$ cat src/rtl/maze_pkg.sv
// Shared types and constants for the maze cell store and its arbiter.
// Latency: n/a (declarations only).
// Backpressure: n/a.
package maze_pkg;

    localparam int GRID_W    = 3;
    localparam int GRID_H    = 3;
    localparam int CELL_W    = 1;
    localparam int NUM_CELLS = GRID_W * GRID_H;
    localparam int ADDR_W    = (NUM_CELLS > 1) ? $clog2(NUM_CELLS) : 1;

    localparam logic [CELL_W-1:0] CELL_WALL = CELL_W'(1);
    localparam logic [CELL_W-1:0] CELL_OPEN = CELL_W'(0);

    typedef enum logic {
        IDLE  = 1'b0,
        CLEAR = 1'b1
    } clr_state_t;

    // Flat cell address: row-major layout.
    function automatic logic [ADDR_W-1:0] cell_addr(input int unsigned row, input int unsigned col);
        return ADDR_W'(row * GRID_W + col);
    endfunction

endpackage

$ cat src/rtl/maze_cell_arbiter_if.sv
// Bundle of renderer, update and clear signals between the clients and the cell arbiter.
// Latency: n/a (wiring only).
// Backpressure: update side is a req/gnt level handshake; renderer side never stalls.
// Ports: master = client side (renderer, game logic, vblank source); slave = arbiter.
interface maze_cell_arbiter_if;
    import maze_pkg::*;

    logic              vblank;
    logic              r_req;
    logic [ADDR_W-1:0] r_addr;
    logic [CELL_W-1:0] r_data;
    logic              r_valid;
    logic              u_req;
    logic              u_we;
    logic [ADDR_W-1:0] u_addr;
    logic [CELL_W-1:0] u_wdata;
    logic              u_gnt;
    logic              u_done;
    logic [CELL_W-1:0] u_rdata;
    logic              clr_req;
    logic              clr_busy;
    logic              u_starve;

    modport master (
        output vblank, r_req, r_addr, u_req, u_we, u_addr, u_wdata, clr_req,
        input  r_data, r_valid, u_gnt, u_done, u_rdata, clr_busy, u_starve
    );

    modport slave (
        input  vblank, r_req, r_addr, u_req, u_we, u_addr, u_wdata, clr_req,
        output r_data, r_valid, u_gnt, u_done, u_rdata, clr_busy, u_starve
    );

endinterface

$ cat src/rtl/maze_cell_ram.sv
// Single-port cell array: synchronous read, out-of-range reads return 0, out-of-range writes dropped.
// Latency: read data appears the cycle after en with we = 0; writes commit at the clock edge.
// Backpressure: none; one access per cycle, chosen by the caller.
// Ports: clk, en, we, addr, wdata in; rdata out (holds between reads).
module maze_cell_ram
    import maze_pkg::*;
(
    input  logic              clk,
    input  logic              en,
    input  logic              we,
    input  logic [ADDR_W-1:0] addr,
    input  logic [CELL_W-1:0] wdata,
    output logic [CELL_W-1:0] rdata
);

    logic [CELL_W-1:0] mem [NUM_CELLS];
    logic              in_range;

    assign in_range = (int'(addr) < NUM_CELLS);

    // No reset: cell contents and the read register survive reset by design.
    always_ff @(posedge clk) begin
        if (en) begin
            if (we) begin
                if (in_range) begin
                    mem[addr] <= wdata;
                end
            end else begin
                rdata <= in_range ? mem[addr] : '0;
            end
        end
    end

endmodule

$ cat src/rtl/maze_cell_arbiter.sv
// Shares the cell store port: renderer > bulk clear (vblank only) > game update.
// Latency: renderer read 1 cycle fixed; update gnt combinational in accept cycle, done 1 cycle later.
// Backpressure: update waits on u_gnt (u_starve after MAX_WAIT cycles); clear pauses outside vblank.
// Ports: clk, reset (sync, active-low), bus (slave modport of maze_cell_arbiter_if).
module maze_cell_arbiter
    import maze_pkg::*;
#(
    parameter logic [CELL_W-1:0] CLR_VAL  = CELL_OPEN,
    parameter int                MAX_WAIT = 1023
) (
    input  logic               clk,
    input  logic               reset,
    maze_cell_arbiter_if.slave bus
);

    localparam int                WAIT_W   = $clog2(MAX_WAIT + 1);
    localparam logic [ADDR_W-1:0] LAST_IDX = ADDR_W'(NUM_CELLS - 1);

    clr_state_t        state, state_nxt;
    logic [ADDR_W-1:0] clr_idx;
    logic              clr_own, upd_own, clr_busy;

    logic              ram_en, ram_we;
    logic [ADDR_W-1:0] ram_addr;
    logic [CELL_W-1:0] ram_wdata, ram_rdata;

    logic              r_valid_q, u_done_q, u_rd_q, u_starve_q;
    logic [CELL_W-1:0] u_rdata_hold;
    logic [WAIT_W-1:0] wait_cnt;

    // State register
    always_ff @(posedge clk) begin
        if (!reset) state <= IDLE;
        else        state <= state_nxt;
    end

    // Next state
    always_comb begin
        state_nxt = state;
        case (state)
            IDLE:    if (bus.clr_req) state_nxt = CLEAR;
            CLEAR:   if (clr_own && clr_idx == LAST_IDX) state_nxt = IDLE;
            default: state_nxt = IDLE;
        endcase
    end

    // Port ownership; everything is gated by reset so no access happens in a reset cycle.
    // clr_req in IDLE takes precedence over a pending update.
    always_comb begin
        clr_busy = (state == CLEAR);
        clr_own  = reset && (state == CLEAR) && bus.vblank && !bus.r_req;
        upd_own  = reset && (state == IDLE) && !bus.r_req && bus.u_req && !bus.clr_req;
    end

    always_ff @(posedge clk) begin
        if (!reset || state == IDLE) begin
            clr_idx <= '0;
        end else if (clr_own) begin
            clr_idx <= (clr_idx == LAST_IDX) ? '0 : clr_idx + 1'b1;
        end
    end

    always_comb begin
        ram_en    = 1'b0;
        ram_we    = 1'b0;
        ram_addr  = '0;
        ram_wdata = '0;
        if (reset && bus.r_req) begin
            ram_en   = 1'b1;
            ram_addr = bus.r_addr;
        end else if (clr_own) begin
            ram_en    = 1'b1;
            ram_we    = 1'b1;
            ram_addr  = clr_idx;
            ram_wdata = CLR_VAL;
        end else if (upd_own) begin
            ram_en    = 1'b1;
            ram_we    = bus.u_we;
            ram_addr  = bus.u_addr;
            ram_wdata = bus.u_wdata;
        end
    end

    maze_cell_ram u_ram (
        .clk   (clk),
        .en    (ram_en),
        .we    (ram_we),
        .addr  (ram_addr),
        .wdata (ram_wdata),
        .rdata (ram_rdata)
    );

    always_ff @(posedge clk) begin
        if (!reset) begin
            r_valid_q    <= 1'b0;
            u_done_q     <= 1'b0;
            u_rd_q       <= 1'b0;
            u_rdata_hold <= '0;
        end else begin
            r_valid_q <= bus.r_req;
            u_done_q  <= upd_own;
            u_rd_q    <= upd_own && !bus.u_we;
            if (u_done_q && u_rd_q) u_rdata_hold <= ram_rdata;
        end
    end

    // Wait counter saturates; the starve pulse fires only on the step into MAX_WAIT.
    always_ff @(posedge clk) begin
        if (!reset) begin
            wait_cnt   <= '0;
            u_starve_q <= 1'b0;
        end else if (bus.u_req && !upd_own) begin
            if (wait_cnt != WAIT_W'(MAX_WAIT)) wait_cnt <= wait_cnt + 1'b1;
            u_starve_q <= (wait_cnt == WAIT_W'(MAX_WAIT - 1));
        end else begin
            wait_cnt   <= '0;
            u_starve_q <= 1'b0;
        end
    end

    // The RAM read register is shared, so each output only looks at it in its own done/valid cycle.
    assign bus.r_valid  = r_valid_q;
    assign bus.r_data   = r_valid_q ? ram_rdata : '0;
    assign bus.u_gnt    = upd_own;
    assign bus.u_done   = u_done_q;
    assign bus.u_rdata  = (u_done_q && u_rd_q) ? ram_rdata : u_rdata_hold;
    assign bus.clr_busy = clr_busy;
    assign bus.u_starve = u_starve_q;

endmodule

$ cat src/flat_wrapper.sv
// flat-port wrapper written by rule: the top's interface ports become plain ports
module maze_cell_arbiter_flat import maze_pkg::*;
#(
    parameter logic [CELL_W-1:0] CLR_VAL  = CELL_OPEN,
    parameter int                MAX_WAIT = 1023
)
  (clk, reset, bus_vblank, bus_r_req, bus_r_addr, bus_u_req, bus_u_we, bus_u_addr, bus_u_wdata, bus_clr_req, bus_r_data, bus_r_valid, bus_u_gnt, bus_u_done, bus_u_rdata, bus_clr_busy, bus_u_starve);
  maze_cell_arbiter_if bus_i ();
  input  logic clk;
  input  logic reset;
  input wire logic [$bits(bus_i.vblank)-1:0] bus_vblank;
  input wire logic [$bits(bus_i.r_req)-1:0] bus_r_req;
  input wire logic [$bits(bus_i.r_addr)-1:0] bus_r_addr;
  input wire logic [$bits(bus_i.u_req)-1:0] bus_u_req;
  input wire logic [$bits(bus_i.u_we)-1:0] bus_u_we;
  input wire logic [$bits(bus_i.u_addr)-1:0] bus_u_addr;
  input wire logic [$bits(bus_i.u_wdata)-1:0] bus_u_wdata;
  input wire logic [$bits(bus_i.clr_req)-1:0] bus_clr_req;
  output wire logic [$bits(bus_i.r_data)-1:0] bus_r_data;
  output wire logic [$bits(bus_i.r_valid)-1:0] bus_r_valid;
  output wire logic [$bits(bus_i.u_gnt)-1:0] bus_u_gnt;
  output wire logic [$bits(bus_i.u_done)-1:0] bus_u_done;
  output wire logic [$bits(bus_i.u_rdata)-1:0] bus_u_rdata;
  output wire logic [$bits(bus_i.clr_busy)-1:0] bus_clr_busy;
  output wire logic [$bits(bus_i.u_starve)-1:0] bus_u_starve;
  assign bus_i.vblank = bus_vblank;
  assign bus_i.r_req = bus_r_req;
  assign bus_i.r_addr = bus_r_addr;
  assign bus_i.u_req = bus_u_req;
  assign bus_i.u_we = bus_u_we;
  assign bus_i.u_addr = bus_u_addr;
  assign bus_i.u_wdata = bus_u_wdata;
  assign bus_i.clr_req = bus_clr_req;
  assign bus_r_data = bus_i.r_data;
  assign bus_r_valid = bus_i.r_valid;
  assign bus_u_gnt = bus_i.u_gnt;
  assign bus_u_done = bus_i.u_done;
  assign bus_u_rdata = bus_i.u_rdata;
  assign bus_clr_busy = bus_i.clr_busy;
  assign bus_u_starve = bus_i.u_starve;
  maze_cell_arbiter #(.CLR_VAL(CLR_VAL), .MAX_WAIT(MAX_WAIT)) u_core (.clk(clk), .reset(reset), .bus(bus_i));
endmodule
$ cat config.mk
export PLATFORM = sky130hd
export DESIGN_NAME = maze_cell_arbiter_flat
export DESIGN_NICKNAME = d
export VERILOG_FILES = /design/src/rtl/maze_pkg.sv /design/src/rtl/maze_cell_arbiter_if.sv /design/src/rtl/maze_cell_ram.sv /design/src/rtl/maze_cell_arbiter.sv /design/src/flat_wrapper.sv
export SDC_FILE = /design/constraint.sdc
export NUM_CORES = 1
export LEC_CHECK = 0
export CAP_MARGIN = 20
export CORE_ASPECT_RATIO = 1.4
export CORE_UTILIZATION = 48
export DETAILED_ROUTE_END_ITERATION = 8
export GPL_ROUTABILITY_DRIVEN = 1
export PLACE_DENSITY = 0.72
export SLEW_MARGIN = 40
export SYNTH_ARGS = -nofsm -noshare
export SYNTH_HDL_FRONTEND = slang
export SYNTH_SLANG_ARGS = --single-unit
$ cat constraint.sdc
create_clock -name clk -period 2.07 [get_ports clk]
set_clock_uncertainty 0.2 [all_clocks]
set_input_delay 0.414 -clock clk [delete_from_list [all_inputs] [get_ports clk]]
set_output_delay 0.414 -clock clk [all_outputs]
set_load 0.02 [all_outputs]
==> flow_metrics.env, run 1 <==
export IMPL_drive_above_1_share=0.323
export IMPL_grt_pass1_wl_mm=6.21
export IMPL_endpoint_kind="register"
export IMPL_vias=1354
export IMPL_diodes=0
export IMPL_crit_path_start="bus_u_req"
export IMPL_drcViolationCount=0
export IMPL_die_y_um=69.3
export IMPL_clkTransAtPathRegs_ns=0.07
export IMPL_hold_ws_ns=0.321
export IMPL_finalSetupViolCount=0
export IMPL_cts_tree="done"
export IMPL_ys_ff_latch=30
export IMPL_track_usage=0.239
export IMPL_r2r_setup_slack_ns=0.04
export IMPL_cts_sinks=30
export IMPL_hpwl_mm=2.54
export IMPL_cts_buffers=5
export IMPL_min_period_ns=2.04
export IMPL_grt_remaining_overflow=0
export IMPL_crit_path_start_kind="input port"
export IMPL_fillers=226
export IMPL_routed_top_layer="met4"
export IMPL_max_cap_violations=0
export IMPL_drt_iter0_markers=52
export IMPL_worstRegToRegCells=7
export IMPL_rows=24
export IMPL_async_flop_share=0
export IMPL_rsz0062_at_grt="yes"
export IMPL_setup_tns_ns=0
export IMPL_io_pins=23
export IMPL_crit_end="u_core.u_ram.mem[3]$_DFFE_PP_"
export IMPL_syn_area_per_cell_sq_um=9.64
export IMPL_synthCells=161
export IMPL_dr_pass1_iters=4
export IMPL_routed_wl_mm=3.74
export IMPL_syn_area_sq_um=1550
export IMPL_leakage_uw=0.000888
export IMPL_vias_per_cell=5.29
export IMPL_synthToLayoutAreaGrowth_pct=41.4
export IMPL_r2r_end="u_core.u_ram.mem[3]$_DFFE_PP_"
export IMPL_nets=236
export IMPL_gp_congestion=0.860
export IMPL_die_w_um=50.1
export IMPL_slew_headroom=0.778
export IMPL_clk_latency_ns=0.28
export IMPL_final_period_utilization=0.984
export IMPL_grt_pass1_vias=1444
export IMPL_h_tree_depth=2
export IMPL_yosys_cell_types_count=43
export IMPL_synth_edff_count=10
export IMPL_clock_fmax_mhz=491
export IMPL_r2r_start="u_core.bus.clr_busy$_SDFF_PN0_"
export IMPL_routedWlPerCell_um=14.6
export IMPL_ir_drop_uv=572
export IMPL_ant_nets=0
export IMPL_ys_seq_area_frac=0.452
export IMPL_hold_path_class="reg2reg"
export IMPL_outcome="finished, final reports clean"
export IMPL_hold_violations=0
export IMPL_critPathKind="in2reg"
export IMPL_synthFlopType="dfxtp_1"
export IMPL_arrival_ns=1.83
export IMPL_ctsLongestPathBuffers=2
export IMPL_critical_path_required_ns=1.86
export IMPL_syn_nets=181
export IMPL_antenna_found_initial=0
export IMPL_dr_wl_met3_um=94
export IMPL_yosys_warnings=0
export IMPL_portBuffers=22
export IMPL_drt_met1_wl_mm=1.55
export IMPL_start_util=0.502
export IMPL_dieArea_sq_um=3470
export IMPL_slew_violations=0
export IMPL_tightest_slew_ns=0.333
export IMPL_grt_max_degree=12
export IMPL_core_area_sq_um=3090
export IMPL_crit_fanout=7
export IMPL_cts_root_buf="clkbuf_8"
export IMPL_power_density_nw_per_um2=571
export IMPL_wl_met2_mm=2.05
[worst min path at each step]
stage               cells after the start  slack (ns)                       startpoint                         endpoint
finish                                  2        0.32  u_core.wait_cnt[7]$_SDFFE_PN0P_  u_core.wait_cnt[7]$_SDFFE_PN0P_
global route                            2        0.34  u_core.wait_cnt[7]$_SDFFE_PN0P_  u_core.wait_cnt[7]$_SDFFE_PN0P_
CTS                                     2        0.32  u_core.wait_cnt[7]$_SDFFE_PN0P_  u_core.wait_cnt[7]$_SDFFE_PN0P_
detailed placement                      2        0.30  u_core.wait_cnt[7]$_SDFFE_PN0P_  u_core.wait_cnt[7]$_SDFFE_PN0P_
global placement                        2        0.29  u_core.wait_cnt[5]$_SDFFE_PN0P_  u_core.wait_cnt[5]$_SDFFE_PN0P_
floorplan                               2        0.27  u_core.wait_cnt[7]$_SDFFE_PN0P_  u_core.wait_cnt[7]$_SDFFE_PN0P_
[report_power, final]
part	internal, uW	switching [uW]
Sequential	615	10.9
Combinational	97.0	85.3
Clock	229	216
[critical path: stages]
cell,delay (ns)
dlygate4sd2_1,0.28
nand3_4,0.11
inv_6,0.05
buf_6,0.12
a21o_4,0.19
or3_4,0.44
nor3_4,0.20
[layout by cell type, fill, tap and decap left out, types with 2 or more instances in the layout]
cell type,netlist,layout
buf_2,0,2
clkbuf_8,0,5
dlygate4sd2_1,0,3
nand3_1,8,8
and2_1,6,5
nand2_1,15,15
nor2_2,0,2
buf_4,0,25
nand4_1,6,6
buf_6,3,3
dfxtp_1,20,19
edfxtp_1,10,10
mux2_2,2,2
and3_1,2,2
o21ai_0,4,2
o21ai_1,0,2
nor3_1,8,4
nor2_1,21,18
nor3_4,1,4
xor2_1,8,8
a211oi_1,2,2
mux2i_1,3,3
xnor2_1,2,2
ha_1,4,4
o211ai_2,2,2
inv_1,7,7
or3_4,1,2
clkdlybuf4s15_1,0,2
a21oi_2,0,2
clkdlybuf4s50_1,0,13
nor3b_1,2,2
[sequential cells by signal (all words and copies together), names as in the netlist]
name / flops
u_core.bus.clr_busy: 1
u_core.u_ram.mem: 9
u_core.u_ram.rdata: 1
u_core.bus.u_done: 1
u_core.u_rd_q: 1
u_core.bus.r_valid: 1
u_core.bus.u_starve: 1
u_core.wait_cnt: 10
u_core.u_rdata_hold: 1
u_core.clr_idx: 4
[cell families after synthesis]
logic type,Yosys count,synth area share
muxes,6,0.0435
AOI/OAI and AO/OA,20,0.0984
adders and majority gates,4,0.0323
buffers and inverters,12,0.0452
DFF,30,0.452
and+or+nand+nor,79,0.273
xor gates and xnor gates,10,0.0565
[what timing repair did]
action                                  CTS  global route
setup buffers                             4             5
resized for setup                        25            16
endpoints found under the setup margin   21             9
gates cloned                              1             0
pin swaps                                10             8
hold buffers                              0             0
[per-stage QoR]
| stage | setup WS, ns | utilization | total power (uW) | instances | instance area [sq um] |
|---|---|---|---|---|---|
| global route | -0.0264 | 0.709 | 1310 | 256 | 2190 |
| detailed placement | -0.582 | 0.631 | 795 | 238 | 1950 |
| finish | 0.0339 | 0.709 | 1250 | 256 | 2190 |
| CTS | 0.0148 | 0.681 | 1250 | 251 | 2110 |
| floorplan | -0.0633 | - | 709 | 161 | 1560 |
| global placement | -0.550 | 0.631 | 791 | 238 | 1950 |
[final cells by class]
cell class / instances / area [sq um] / share of cell area
inverter: 8 / 35.0 / 0.0160
timing repair buffer: 52 / 457 / 0.208
sequential: 30 / 704 / 0.321
multi-input combinational: 119 / 863 / 0.394
clock inverter: 3 / 16.3 / 0.00742
clock buffer: 5 / 68.8 / 0.0314
tap: 39 / 48.8 / 0.0222
[per-layer routing]
layer	track usage	vias up
met3	0.0395	6
met1	0.257	646
li1	-	676
met5	0	-
met4	0.0984	0
met2	0.441	26
[cell usage after synthesis (2+ instances only)]
cell type,count,area [sq um]
a211oi_1,2,15.0
edfxtp_1,10,300
nand3_1,8,40.0
nor3_1,8,40.0
nor3b_1,2,15.0
a21o_2,2,17.5
and2_1,6,37.5
mux2_2,2,22.5
nor2_1,21,78.8
and3_1,2,12.5
o21ai_0,4,20.0
ha_1,4,50.1
o211ai_2,2,25.0
mux2i_1,3,30.0
dfxtp_1,20,400
nand4_1,6,37.5
xnor2_1,2,17.5
nand2_1,15,56.3
xor2_1,8,70.1
buf_6,3,33.8
inv_1,7,26.3
a21oi_1,3,15.0
(Power assumes the default switching activity.)
==> inputs of run 2 (changes only) <==
Settings changed: CORE_UTILIZATION 48 to 49, PLACE_DENSITY 0.72 to 0.7.
Clock period 2.07 ns to 2.2 ns, I/O delays scaled along.
==> run 2 against run 1 <==
Compared with the run above:
- power increased by 1.3%
- sequential power shrank 5.9%
- clock power up 18%
- first-iteration DRC count shrank 42%
- worst setup slack better by 0.022 ns
- register-to-register slack improved by 0.16 ns
- sequential share of layout area increased by 1.0 points
- non-clock buffer count is 8 lower
- via count down 3.2%
- count of clock-buffer cells in the layout grew 3
- final cell count fell by 3.9%
- critical path type unchanged
- largest cell class unchanged
- largest power group unchanged
==> flow_metrics.env, run 2 (synthesis results as in run 1) <==
export IMPL_outcome="finished, final reports clean"
export IMPL_max_stage_delay_ns=0.43
export IMPL_critical_path_required_ns=2.00
export IMPL_track_usage=0.233
export IMPL_vias=1311
export IMPL_hpwl_mm=2.58
export IMPL_leakage_uw=0.000850
export IMPL_die_y_um=68.6
export IMPL_reg_top3="u_core.wait_cnt: 10 flops, u_core.u_ram.mem: 9 flops, u_core.clr_idx: 4 flops"
export IMPL_die_w_um=49.6
export IMPL_hold_path_class="reg2reg"
export IMPL_gp_congestion=0.918
export IMPL_combPwrFrac=0.120
export IMPL_diodes=0
export IMPL_cts_root_buf="clkbuf_8"
export IMPL_grt_max_degree=12
export IMPL_crit_fanout=4
export IMPL_h_tree_depth=2
export IMPL_grt_pass1_vias=1295
export IMPL_power_switching_uw=286
export IMPL_final_cells=246
export IMPL_rsz0062_at_grt="no"
export IMPL_hold_violations=0
export IMPL_p_seq_frac=0.464
export IMPL_routedWlPerCell_um=14.1
export IMPL_ctsHoldBuffers=0
export IMPL_synthToLayoutAreaGrowth_pct=36.5
export IMPL_routed_wl_mm=3.46
export IMPL_dieArea_sq_um=3400
export IMPL_cp_slowest_cell="or3_4"
export IMPL_cts_tree="done"
export IMPL_endpoint_kind="register"
export IMPL_arrival_ns=1.94
export IMPL_clock_fmax_mhz=466
export IMPL_ant_nets=0
export IMPL_ctsLongestPathBuffers=2
export IMPL_max_cap_violations=0
export IMPL_multiInputGateArea_sq_um=826
export IMPL_vias_per_cell=5.33
export IMPL_ir_drop_uv=531
export IMPL_utilization=0.721
export IMPL_drt_iter0_markers=30
export IMPL_nets=228
export IMPL_placed_cells=233
export IMPL_drcViolationCount=0
export IMPL_top_register="u_core.wait_cnt"
export IMPL_clk_latency_ns=0.28
export IMPL_seq_area_sq_um=702
export IMPL_power_density_nw_per_um2=600
export IMPL_clockPowerShare=0.415
export IMPL_slew_headroom=0.784
export IMPL_portBuffers=22
export IMPL_dr_pass1_iters=4
export IMPL_finalSetupViolCount=0
export IMPL_min_period_ns=2.14
export IMPL_final_period_utilization=0.975
export IMPL_slew_violations=0
export IMPL_drive_above_1_share=0.263
export IMPL_crit_path_start_kind="input port"
export IMPL_grt_pass1_wl_mm=5.78
export IMPL_core_area_sq_um=2940
export IMPL_largest_reg_flops=10
export IMPL_cts_sinks=30
export IMPL_critPathKind="in2reg"
export IMPL_start_util=0.529
export IMPL_grt_remaining_overflow=0
export IMPL_antenna_found_initial=0
export IMPL_p_sw_frac=0.226
export IMPL_io_pins=23
export IMPL_layout_common_cells="19 x nor2_1, 19 x dfxtp_1, 18 x buf_4"
export IMPL_cts_buffers=5
export IMPL_crit_chain="clkdlybuf4s50_1, nand2_1, o21ai_0, and2_1, a21o_2, or3_4, nor2_1"
export IMPL_fillers=226
export IMPL_clkTransAtPathRegs_ns=0.07
export IMPL_rows=23
export IMPL_tightest_slew_ns=0.323
export IMPL_p_int_uw=983
## run 2: path summary, 6_finish.rpt
check | start | end | slack [ns] | cells past startpoint
setup reg to reg | u_core.bus.clr_busy$_SDFF_PN0_ | u_core.u_ram.mem[7]$_DFFE_PP_ | 0.20 | 6
setup / recovery | bus_r_addr[3] | u_core.u_ram.mem[2]$_DFFE_PP_ | 0.06 | 7
hold / removal | u_core.wait_cnt[7]$_SDFFE_PN0P_ | u_core.wait_cnt[7]$_SDFFE_PN0P_ | 0.31 | 2
hold reg to reg | u_core.wait_cnt[7]$_SDFFE_PN0P_ | u_core.wait_cnt[7]$_SDFFE_PN0P_ | 0.31 | 2
## run 2: worst max-delay path, delay by kind of cell
family / cells / cell delay, ns
buf+inv: 1 / 0.40
simple gates: 4 / 0.81
compound gates: 2 / 0.28
## run 2: through the flow
step           setup slack, ns  power, uW  hold WS [ns]  cell area (sq um)  setup TNS, ns
5_1_grt                0.00176       1320         0.349               2120              0
4_1_cts                 0.0102       1270         0.328               2090              0
2_1_floorplan           0.0281        667         0.272               1550              0
3_3_place_gp            -0.481        739         0.289               1920          -6.74
3_5_place_dp            -0.523        742         0.310               1920          -7.26
6_report                0.0556       1270         0.314               2120              0
## run 2: power groups by stage
stage               Combinational [uW]  Sequential, uW  Clock (uW)
CTS                                148             590         536
detailed placement                 140             602           0
finish                             153             589         527
floorplan                         63.4             604           0
global route                       165             590         566
global placement                   137             601           0
## run 2: repair_timing
action	CTS	global route
gates resized for setup	16	4
buffers inserted	2	2
gates cloned	1	0
setup endpoints to repair	11	8
pin swaps	6	2
## run 2: cell type report
type                    count  area share
flip-flops and latches     30       0.332
inverters                   8      0.0154
clock buffers               8      0.0526
repair buffers             44       0.189
multi-input cells         119       0.390
well taps                  37      0.0219
## run 2: per-layer routing
metal	wire length (um)	GRT usage
met1	1400	0.249
met2	1780	0.402
met3	138	0.0636
met4	136	0.157
met5	0	0
==> inputs of run 3 (changes only) <==
Settings changed: CTS_CLUSTER_SIZE from default to 8.
==> results of run 3 <==
No change in the layout: final DEF, timing and power equal those of run 2.
